File: config.mk
export PLATFORM = sky130hd
export DESIGN_NAME = ltssm_timer_bank
export DESIGN_NICKNAME = d
export VERILOG_FILES = /design/src/rtl/ltssm_timer_pkg.sv /design/src/rtl/ltssm_timer_ch.sv /design/src/rtl/ltssm_timer_bank.sv
export SDC_FILE = /design/constraint.sdc
export NUM_CORES = 1
export LEC_CHECK = 0
export CELL_PAD_IN_SITES_DETAIL_PLACEMENT = 1
export CELL_PAD_IN_SITES_GLOBAL_PLACEMENT = 1
export CORE_ASPECT_RATIO = 2
export CORE_UTILIZATION = 44
export DETAILED_ROUTE_END_ITERATION = 16
export PLACE_DENSITY_LB_ADDON = 0.1
export SYNTH_ARGS = -nofsm -noshare
export SYNTH_HDL_FRONTEND = slang
export SYNTH_SLANG_ARGS = --single-unit
export TNS_END_PERCENT = 30
File: constraint.sdc
create_clock -name clk -period 3 [get_ports clk]
set_input_delay 0.45 -clock clk [delete_from_list [all_inputs] [get_ports clk]]
set_output_delay 0.45 -clock clk [all_outputs]
set_load 0.02 [all_outputs]
File: src/rtl/ltssm_timer_pkg.sv
// Shared types and the timeout-select decode for the LTSSM timer bank.
package ltssm_timer_pkg;

  typedef enum logic [1:0] {
    ST_IDLE    = 2'd0,
    ST_RUN     = 2'd1,
    ST_EXPIRED = 2'd2
  } ch_state_e;

  typedef enum logic [2:0] {
    SEL_12MS      = 3'd0,
    SEL_24MS      = 3'd1,
    SEL_2MS       = 3'd2,
    SEL_48MS      = 3'd3,
    SEL_1MS       = 3'd4,
    SEL_100MS     = 3'd5,
    SEL_RAW_SPEED = 3'd6,
    SEL_RSVD      = 3'd7
  } tmo_sel_e;

  localparam int unsigned RAW_SPEED_CYCLES = 800;
  localparam int unsigned LIMIT_WIDTH      = 32;

  // Timeout length in clock cycles. The caller truncates to its counter width,
  // which the top checks at elaboration is wide enough for the 100 ms entry.
  function automatic logic [LIMIT_WIDTH-1:0] sel_to_limit(
    input logic [2:0]  sel,
    input int unsigned cycles_per_ms
  );
    int unsigned ms;
    logic        raw;
    ms  = 2;
    raw = 1'b0;
    case (tmo_sel_e'(sel))
      SEL_12MS:      ms = 12;
      SEL_24MS:      ms = 24;
      SEL_2MS:       ms = 2;
      SEL_48MS:      ms = 48;
      SEL_1MS:       ms = 1;
      SEL_100MS:     ms = 100;
      SEL_RAW_SPEED: raw = 1'b1;
      default:       ms = 2;  // reserved code behaves as the 2 ms timeout
    endcase
    if (raw) begin
      return LIMIT_WIDTH'(RAW_SPEED_CYCLES);
    end
    return LIMIT_WIDTH'(ms * cycles_per_ms);
  endfunction

endpackage

File: src/rtl/ltssm_timer_ch.sv
// One independent timeout channel: up-counter compared against the latched limit.
//
// state      | meaning
// -----------+-----------------------------------------------------------
// ST_IDLE    | not timing; count and chk hold their last values
// ST_RUN     | counting toward limit-1; pause freezes everything
// ST_EXPIRED | limit reached; timeout asserted until start or stop
module ltssm_timer_ch
  import ltssm_timer_pkg::*;
#(
  parameter int unsigned CYCLES_PER_MS = 1024,
  parameter int unsigned CNT_WIDTH     = 17
) (
  input  logic       clk,
  input  logic       rst,
  input  logic       start,
  input  logic       stop,
  input  logic       pause,
  input  logic [2:0] sel,
  input  logic       chk_en,
  output logic       timeout,
  output logic       chk,
  output logic       busy
);

  localparam logic [CNT_WIDTH-1:0] CHK_POINT = CNT_WIDTH'(CYCLES_PER_MS - 1);
  localparam logic [CNT_WIDTH-1:0] ONE_MS    = CNT_WIDTH'(CYCLES_PER_MS);

  ch_state_e              state, state_n;
  logic [CNT_WIDTH-1:0]   count, count_n;
  logic                   chk_n;
  logic [2:0]             sel_q;
  logic                   chk_en_q;
  logic [CNT_WIDTH-1:0]   limit;
  logic [CNT_WIDTH-1:0]   last;

  assign limit = CNT_WIDTH'(sel_to_limit(sel_q, CYCLES_PER_MS));
  assign last  = limit - CNT_WIDTH'(1);

  // Latch the timeout select and checkpoint enable only on a start.
  always_ff @(posedge clk) begin
    if (rst) begin
      sel_q    <= 3'd0;
      chk_en_q <= 1'b0;
    end else if (start) begin
      sel_q    <= sel;
      chk_en_q <= chk_en;
    end
  end

  // State, counter and sticky checkpoint registers.
  always_ff @(posedge clk) begin
    if (rst) begin
      state <= ST_IDLE;
      count <= '0;
      chk   <= 1'b0;
    end else begin
      state <= state_n;
      count <= count_n;
      chk   <= chk_n;
    end
  end

  // Next state: start beats stop; pause freezes RUN, including on the expiry edge.
  always_comb begin
    state_n = state;
    count_n = count;
    chk_n   = chk;
    if (start) begin
      state_n = ST_RUN;
      count_n = '0;
      chk_n   = 1'b0;
    end else if (stop) begin
      state_n = ST_IDLE;
    end else if (state == ST_RUN && !pause) begin
      if (count == last) begin
        state_n = ST_EXPIRED;
      end else begin
        count_n = count + CNT_WIDTH'(1);
      end
      // A timeout no longer than 1 ms expires before a checkpoint is meaningful.
      if (chk_en_q && count == CHK_POINT && limit > ONE_MS) begin
        chk_n = 1'b1;
      end
    end
  end

  assign timeout = (state == ST_EXPIRED);
  assign busy    = (state == ST_RUN);

endmodule

File: src/rtl/ltssm_timer_bank.sv
// Bank of independent LTSSM timeout channels; each port bit/slice maps to one channel.
module ltssm_timer_bank
  import ltssm_timer_pkg::*;
#(
  parameter int unsigned NUM_CH        = 4,
  parameter int unsigned CYCLES_PER_MS = 1024,
  parameter int unsigned CNT_WIDTH     = 17
) (
  input  logic                   clk,
  input  logic                   rst,
  input  logic [NUM_CH-1:0]      start,
  input  logic [NUM_CH-1:0]      stop,
  input  logic [NUM_CH-1:0]      pause,
  input  logic [NUM_CH-1:0][2:0] sel,
  input  logic [NUM_CH-1:0]      chk_en,
  output logic [NUM_CH-1:0]      timeout,
  output logic [NUM_CH-1:0]      chk,
  output logic [NUM_CH-1:0]      busy
);

  // The counter must reach the longest (100 ms) limit minus one.
  if ((longint'(100) * longint'(CYCLES_PER_MS)) - 1 > (longint'(1) << CNT_WIDTH) - 1) begin : g_bad_width
    $error("ltssm_timer_bank: CNT_WIDTH too small for 100*CYCLES_PER_MS-1");
  end

  if (NUM_CH < 1 || NUM_CH > 16) begin : g_bad_num_ch
    $error("ltssm_timer_bank: NUM_CH must be 1..16");
  end

  for (genvar i = 0; i < NUM_CH; i++) begin : g_ch
    ltssm_timer_ch #(
      .CYCLES_PER_MS (CYCLES_PER_MS),
      .CNT_WIDTH     (CNT_WIDTH)
    ) u_ch (
      .clk     (clk),
      .rst     (rst),
      .start   (start[i]),
      .stop    (stop[i]),
      .pause   (pause[i]),
      .sel     (sel[i]),
      .chk_en  (chk_en[i]),
      .timeout (timeout[i]),
      .chk     (chk[i]),
      .busy    (busy[i])
    );
  end

endmodule

==> Yosys cells after proc, flatten, opt, wreduce, memory -nomap -nowiden <==
Index checks and enable logic that the tools add are counted.
{ "op_classes": {"add_sub_neg": 8, "n_reduce_logical": 52, "order_cmp": 4, "eq_ne": 36, "bitwise_logic": 8, "n_mux": 36} }
{ "ops": {"columns": ["operator", "n"], "rows": [
  ["case mux 7 bit (5 select lines)", 4],
  ["two-way mux 17 bit", 8],
  ["adder 17 x 1 -> 17 bit, second input constant", 4],
  ["equality test 17 x 10 -> 1 bit, second input constant", 4],
  ["equality test 17 bit", 4],
  ["> comparator 17 x 11 -> 1 bit, second input constant", 4],
  ["subtractor 17 x 1 -> 17 bit, second input constant", 4],
  ["equality test 3 bit, second input constant", 12],
  ["two-way mux 1 bit", 24],
  ["AND reduction 3 bit", 8],
  ["nonzero test 3 bit", 8],
  ["AND reduction 2 bit", 8],
  ["equality test 3 x 1 -> 1 bit, second input constant", 4],
  ["equality test 3 x 2 -> 1 bit, second input constant", 4],
  ["logical AND 1 bit", 12],
  ["logical NOT 3 bit", 4],
  ["OR reduction 3 bit", 4],
  ["equality test 2 x 1 -> 1 bit, second input constant", 4],
  ["equality test 2 bit, second input constant", 4],
  ["NOT 1 bit", 8],
  ["OR reduction 2 bit", 4],
  ["logical NOT 1 bit", 4]
]} }
{ "word_totals": {"word_cells": 168, "inputBits": 30, "regBits": 96} }

==> Depth between registers and ports, before layout <==
Gate-level depths: netlist of the first run.
{ "depth": {"word_depth": 10, "depth_mapped": 9} }

==> By module <==
A second synthesis of the first run with hierarchy kept.
{ "hier_totals": {"cells_unflattened": 667, "hier_area_um2": 5605.4} }
{ "by_module_without_submodules": {"columns": ["mod", "seq_area_each_um2", "instances", "cells_each", "area_per_inst_um2"], "rows": [
  ["ltssm_timer_ch (g_ch[0].u_ch ...)", 480.5, 3, 166, 1376.3],
  ["ltssm_timer_ch (g_ch[3].u_ch)", 480.5, 1, 169, 1476.4]
]} }

==> Worst setup path before layout of the first run <==
No wires, ideal clock.
{ "synth_timing": {"path_kind": "register to register", "startpoint": "register g_ch[1].u_ch.sel_q[2]", "endpoint": "register g_ch[1].u_ch.count[0]", "setup_ps": 128, "required_ps": 2872, "path_stages_with_launch": 10, "arrival_ps": 2015, "slack_ps": 857, "path_cell_list": "dfxtp_1 > buf_4 > nand2_1 > a2111oi_1 > a2111oi_4 > o31ai_4 > buf_4 > buf_6 > xor2_1 > nor2_1"} }
{ "synth_via": {"elab_chain_cells": 8, "word_cells_on_any_way": 14, "classes_between": "add/sub (1); eq/ne (6); mux (4); bitwise (1); reduce/logical (2)"} }
{ "synth_lines": {"columns": ["element", "line_no", "text"], "rows": [
  ["start: declaration", "ltssm_timer_ch.sv:32", "logic [2:0] sel_q;"],
  ["start signal: assignment", "ltssm_timer_ch.sv:46", "sel_q <= sel;"],
  ["equality test 3 bit", "ltssm_timer_pkg.sv:34", "case (tmo_sel_e'(sel))"],
  ["two-way mux 1 bit", "ltssm_timer_pkg.sv:34", null],
  ["two-way mux 1 bit", "ltssm_timer_pkg.sv:44", "if (raw) begin"],
  ["two-way mux 17 bit *", "ltssm_timer_pkg.sv:47", "return LIMIT_WIDTH'(ms * cycles_per_ms);"],
  ["subtractor 17 x 1 -> 17 bit *", "ltssm_timer_ch.sv:38", "assign last = limit - CNT_WIDTH'(1);"],
  ["equality test 17 bit *", "ltssm_timer_ch.sv:76", "if (count == last) begin"],
  ["NOT 1 bit (no line) *", null, null],
  ["AND reduction 3 bit (no line) *", null, null],
  ["end signal: assignment", "ltssm_timer_ch.sv:59", "count <= count_n;"],
  ["end: declaration", "ltssm_timer_ch.sv:30", "logic [CNT_WIDTH-1:0] count, count_n;"]
]} }
Mark *: on every way between the ends. The rest lies on a longest branch, timed or not.
A chain may end at the register's enable or synchronous reset.

==> Worst setup path after layout of the first run <==
{ "layout_timing": {"startpoint": "register g_ch[1].u_ch.sel_q[2]", "endpoint": "register g_ch[1].u_ch.count[13]"} }
Same word-level chain as after synthesis.

==> results of run 1 <==
## worst max-delay path: stages (launching register included)
cell and delay (ps):
dfxtp_1 510, nand2_1 90, a2111oi_1 670, a2111oi_4 120
o31ai_4 620, buf_4 280, or3_1 130, a21oi_1 60
## per-layer routing
| metal | part of all wire | vias to the layer above | GRT usage |
|---|---|---|---|
| li1 | - | 2518 | - |
| met1 | 0.38 | 2548 | 0.244 |
| met2 | 0.56 | 85 | 0.470 |
| met3 | 0.019 | 41 | 0.0269 |
| met4 | 0.037 | 0 | 0.128 |
| met5 | 0 | - | 0 |
## power breakdown
part | leakage [nW] | total (mW) | internal, mW | switching [mW]
Clock | 0.163 | 1.31 | 0.783 | 0.522
Combinational | 1.04 | 0.196 | 0.0953 | 0.101
Sequential | 0.777 | 1.32 | 1.29 | 0.0298
## layout make-up
class / count / area share
clock inverters: 5 / 0.0138
well taps: 147 / 0.0298
multi-input cells: 507 / 0.511
flip-flops and latches: 96 / 0.312
clock buffers: 11 / 0.0410
inverters: 22 / 0.0134
repair buffers: 51 / 0.0788
## metrics by stage
| stage | util | cell area (um^2) | hold slack, ps | instances | worst slack, ps |
|---|---|---|---|---|---|
| 2_1_floorplan | - | 5430 | 426 | 679 | 857 |
| 3_3_place_gp | 0.483 | 5820 | 441 | 823 | 552 |
| 3_5_place_dp | 0.483 | 5820 | 445 | 823 | 383 |
| 4_1_cts | 0.511 | 6160 | 456 | 839 | 383 |
| 5_1_grt | 0.511 | 6160 | 475 | 839 | 209 |
| 6_report | 0.511 | 6160 | 457 | 839 | 384 |
## Yosys cell counts, drive strengths merged, types with 2 or more instances
cell     count
buf         27
o211ai       5
mux2i       21
inv         22
dfxtp       96
o2111ai      2
o221ai       2
nor4b        9
nor2        45
or4         23
or4b         2
ha           4
and4         4
nor4bb       2
o21ai       44
clkbuf      27
nand3       26
xor2         7
o21a         5
a311oi       2
and2         2
a211oi       5
or3         44
nand4       20
nor2b       17
a2111oi      3
nand3b       4
nor4        10
nand2       44
o31ai       19
a31oi        5
nor3        16
nor3b        4
or2          5
a21o         2
nand2b      10
a211o        2
and3        12
a21oi       64
## state kept, by name, indices dropped and copies added (netlist names)
name	cells
g_ch.u_ch.chk	4
g_ch.u_ch.chk_en_q	4
g_ch.u_ch.count	68
g_ch.u_ch.sel_q	12
g_ch.u_ch.state	8
## how the worst max path moves through the flow
stage	from	endpoint	slack, ps	cells after the start
2_1_floorplan	g_ch[1].u_ch.sel_q[2]	g_ch[1].u_ch.count[0]	860	9
3_3_place_gp	g_ch[1].u_ch.sel_q[2]	g_ch[1].u_ch.count[0]	550	7
3_5_place_dp	g_ch[1].u_ch.sel_q[2]	g_ch[1].u_ch.count[13]	380	7
4_1_cts	g_ch[1].u_ch.sel_q[2]	g_ch[1].u_ch.count[13]	380	7
5_1_grt	g_ch[1].u_ch.sel_q[2]	g_ch[1].u_ch.count[12]	210	7
6_report	g_ch[1].u_ch.sel_q[2]	g_ch[1].u_ch.count[13]	380	7
## kinds of logic after synthesis
group,Yosys count,share of synthesized area
buf+inv,76,0.0679
xor+xnor,8,0.0129
simple gates,302,0.319
flops,96,0.354
compound gates,170,0.195
mux,22,0.0408
fa+ha+maj,5,0.0111
==> results.toml, run 1 <==
[status]
status = "finished clean"

[timing]
fmax_mhz = 382
tightest_slew_ps = 666
fin_skew_ps = 10.1
setup_viol = 0
drv_slew = 0
rsz0062_at_grt = "false"
final.min_clock_period_ps = 2620
fin_crit_sh = 0.872
slew_headroom = 0.555
hold_viol = 0
fin_setup_tns_ps = 0

[power]
leakage_nw = 1.98
finalPower_mw = 2.82
ir_drop_uv = 351
p_per_area_nw_per_um2 = 458

[synth]
syn_avg_cell_area_um2 = 8.00
ys.flop_type = "dfxtp_1"
syn_nets = 713
synth_edf_count = 0
yosys.area.top_type = "dfxtp_1"
synthArstFlopShare = 0
netlist_area_um2 = 5430
synth.ff_latch_count = 96
ys_types = 66
netlist.area_leader.share = 0.354
ys_warn_count = 0
syn_inst = 679
ys_top_cells_by_area = "dfxtp_1, a21oi_1, or3_1"
ys_seq_area_frac = 0.354

[die]
dieWidth_um = 80.6
core_um2 = 12100
die_h_um = 159
start_util = 0.451
core.rowCount = 57
ios = 42
die-area_um2 = 12800

[cts]
hold_buffers = 0
numCtsBuffers = 9
post_cts_resize_count = 0
clk_pin_slew_worst_paths_ps = 70
cts-root-buf = "clkbuf_16"
clock_latency_ps = 350
cts_tree = "done"
cts.sinks = 96
htreeDepth = 3
clock_path_buffers = 2
post_cts_buffers = 0

[global_route]
grt_pass1_wl_um = 25000
antenna_found_initial = 0
grt.total_usage = 0.245
grt_max_degree = 33
grt_pass1_vias = 5390
overflow = 0

[placed_design]
hpwl_um = 10800
place.gp.congestion = 0.855
port_buffers = 41

[detailed_routing]
wl_per_cell_um = 17.7
drt-initial-drc-count = 165
route.antenna.remaining_nets = 0
routed_wl_um = 14900
firstDrtPassIters = 4
drt-vias-per-instance = 6.19
remaining_drc_errors = 0
vias = 5192

[cells_and_area]
area_growth_pct = 13.4
fillers = 1446
drive_gt1_frac = 0.0564
diodes = 0
regArea_um2 = 1920
multi_input_area_um2 = 3150
final_common_cell = "dfxtp_1"
mostFrequentLayoutCells = "dfxtp_1, a21oi_1, nor2_1"
fin_nets = 721

[min_path]
min_path_type = "flip-flop to flip-flop"
holdPathStages = 2
holdPathEnd = "g_ch[0].u_ch.chk"
worstHoldStart = "g_ch[0].u_ch.chk"

[flow_run]
drv_cap = 0

[worst_setup_path]
rr_startpoint = "g_ch[1].u_ch.sel_q[2]"
reg2reg_slack_ps = 380
arrival_ps = 2840
path_class = "flip-flop to flip-flop"
crit_path_max_fanout = 18
cp.required_ps = 3220
r2r_end = "g_ch[1].u_ch.count[13]"
r2r_cells = 7
crit_path_start_kind = "flip-flop"
endpoint_kind = "flip-flop"
No activity file was read; power rests on OpenSTA's default activity.
==> run 2, diff against run 1 <==
Settings changed: GPL_TIMING_DRIVEN set to 0.
==> run 2 against run 1 <==
  * Clock power fell by 15%
  * Combinational power up 12%
  * Worst setup slack lost 150 ps
  * Sequential share of layout area is 0.54 points lower
  * Largest power group unchanged
==> results.toml, run 2 (synthesis gave the netlist of run 1 again) <==
[cts]
hold_buffers = 0
cts-root-buf = "clkbuf_16"
post_cts_buffers = 0
post_cts_resize_count = 0
clock_latency_ps = 350
cts_tree = "done"
clock_path_buffers = 2
clk_pin_slew_worst_paths_ps = 70
numCtsBuffers = 9
htreeDepth = 3
cts.sinks = 96

[min_path]
worstHoldStart = "g_ch[0].u_ch.chk"
min_path_type = "flip-flop to flip-flop"
holdPathEnd = "g_ch[0].u_ch.chk"
holdPathStages = 2

[die]
core_um2 = 12100
dieWidth_um = 80.6
die-area_um2 = 12800
die_h_um = 159
ios = 42
start_util = 0.451
core.rowCount = 57

[power]
p_comb_frac = 0.084
leakage_nw = 2.04
p_per_area_nw_per_um2 = 420
pwr-share-clk = 0.420
swShare = 0.242
internal_power_mw = 2.00
ir_drop_uv = 258
p_sw_mw = 0.637
p_seq_frac = 0.497

[cells_and_area]
final_cell_area_um2 = 6270
area_growth_pct = 15.4
regMostFlops = "g_ch.u_ch.count"
fin_nets = 761
drive_gt1_frac = 0.0684
largest_register_ffs = 68
fillers = 1508
final_common_cell = "dfxtp_1"
diodes = 0
largestRegisters = "g_ch.u_ch.count x68, g_ch.u_ch.sel_q x12, g_ch.u_ch.state x8"
mostFrequentLayoutCells = "dfxtp_1, a21oi_1, nor2_1"

[placed_design]
port_buffers = 37
hpwl_um = 11900
place_area_um2 = 5990
place.gp.congestion = 0.861

[detailed_routing]
remaining_drc_errors = 0
routed_wl_um = 15800
vias = 5384
firstDrtPassIters = 4
wl_per_cell_um = 18.0
top_layer_used = "met4"
drt-vias-per-instance = 6.13
drt-met1-wl_um = 5880
dr_wl_met2_um = 8990
drt-initial-drc-count = 216
route.antenna.remaining_nets = 0
met3_length_um = 374

[worst_setup_path]
r2r_cells = 9
reg2reg_slack_ps = 240
arrival_ps = 3030
r2r_end = "g_ch[0].u_ch.count[0]"
path_class = "flip-flop to flip-flop"
rr_startpoint = "g_ch[0].u_ch.sel_q[2]"
endpoint_kind = "flip-flop"
crit_path_start_kind = "flip-flop"
cp.required_ps = 3260
crit_start = "g_ch[0].u_ch.sel_q[2]"
crit_path_max_fanout = 10

[timing]
fin_skew_ps = 8.33
tightest_slew_ps = 837
slew_headroom = 0.437
rsz0062_at_grt = "false"
fin_setup_tns_ps = 0
fin_crit_sh = 0.921
fmax_mhz = 362
setup_viol = 0
hold_viol = 0
drv_slew = 0
final.min_clock_period_ps = 2760

[global_route]
overflow = 0
grt.total_usage = 0.262
grt_max_degree = 15
grt_pass1_wl_um = 26500
grt_pass1_vias = 5734
antenna_found_initial = 0

[status]
status = "finished clean"

[flow_run]
drv_cap = 0
[run 2: through the flow]
step | worst slack [ps] | hold slack, ps | cells | total power [mW] | utilization
after global placement | 321 | 446 | 863 | 1.55 | 0.497
after detailed placement | 167 | 460 | 863 | 1.56 | 0.497
after CTS | 156 | 474 | 878 | 2.65 | 0.520
after global routing | 74.5 | 499 | 878 | 2.74 | 0.520
after floorplan | 857 | 426 | 679 | 1.47 | -
final | 236 | 468 | 878 | 2.63 | 0.520
[run 2: cell type report]
class                      instances  area [um^2]  share of cell area
buffer                            54          287              0.0457
inverter                          22         82.6              0.0132
timing repair buffer              37          370              0.0591
clock inverter                     2         15.0             0.00239
multi-input combinational        507         3150               0.502
sequential                        96         1920               0.306
tap                              147          184              0.0293
clock buffer                      13          260              0.0415
[run 2: per-layer routing]
layer  track usage  up-vias
met3        0.0372       40
li1              -     2600
met1         0.259     2648
met5             0        -
met2         0.502       96
met4         0.132        0
[run 2: how the worst max path moves through the flow]
stage                             end  slack [ps]  depth (start not counted)
5_1_grt         g_ch[0].u_ch.count[0]          70                          9
2_1_floorplan   g_ch[1].u_ch.count[0]         860                          9
3_5_place_dp    g_ch[2].u_ch.state[0]         170                          8
3_3_place_gp   g_ch[3].u_ch.count[14]         320                          6
6_report        g_ch[0].u_ch.count[0]         240                          9
4_1_cts         g_ch[2].u_ch.state[0]         160                          8
[run 2: critical path, stage by stage (launching register included)]
cell and delay [ps]:
dfxtp_1 310, clkbuf_1 310, nand3b_1 170, mux2_2 300, nor3_1 270, and4_1 380, buf_2 270, buf_2 260
o21ai_0 190, a21oi_1 220
[run 2: power by group through the flow]
stage	Sequential (mW)	Combinational [mW]	Clock, mW
after floorplan	1.33	0.138	0
final	1.31	0.220	1.11
after global routing	1.31	0.241	1.19
after detailed placement	1.34	0.221	0
after CTS	1.31	0.222	1.12
after global placement	1.34	0.212	0
==> run 3, diff against run 2 <==
Settings changed: CAP_MARGIN set to 20.
==> results of run 3 <==
Same layout as run 2: the final DEF is identical, and so are final timing and power.
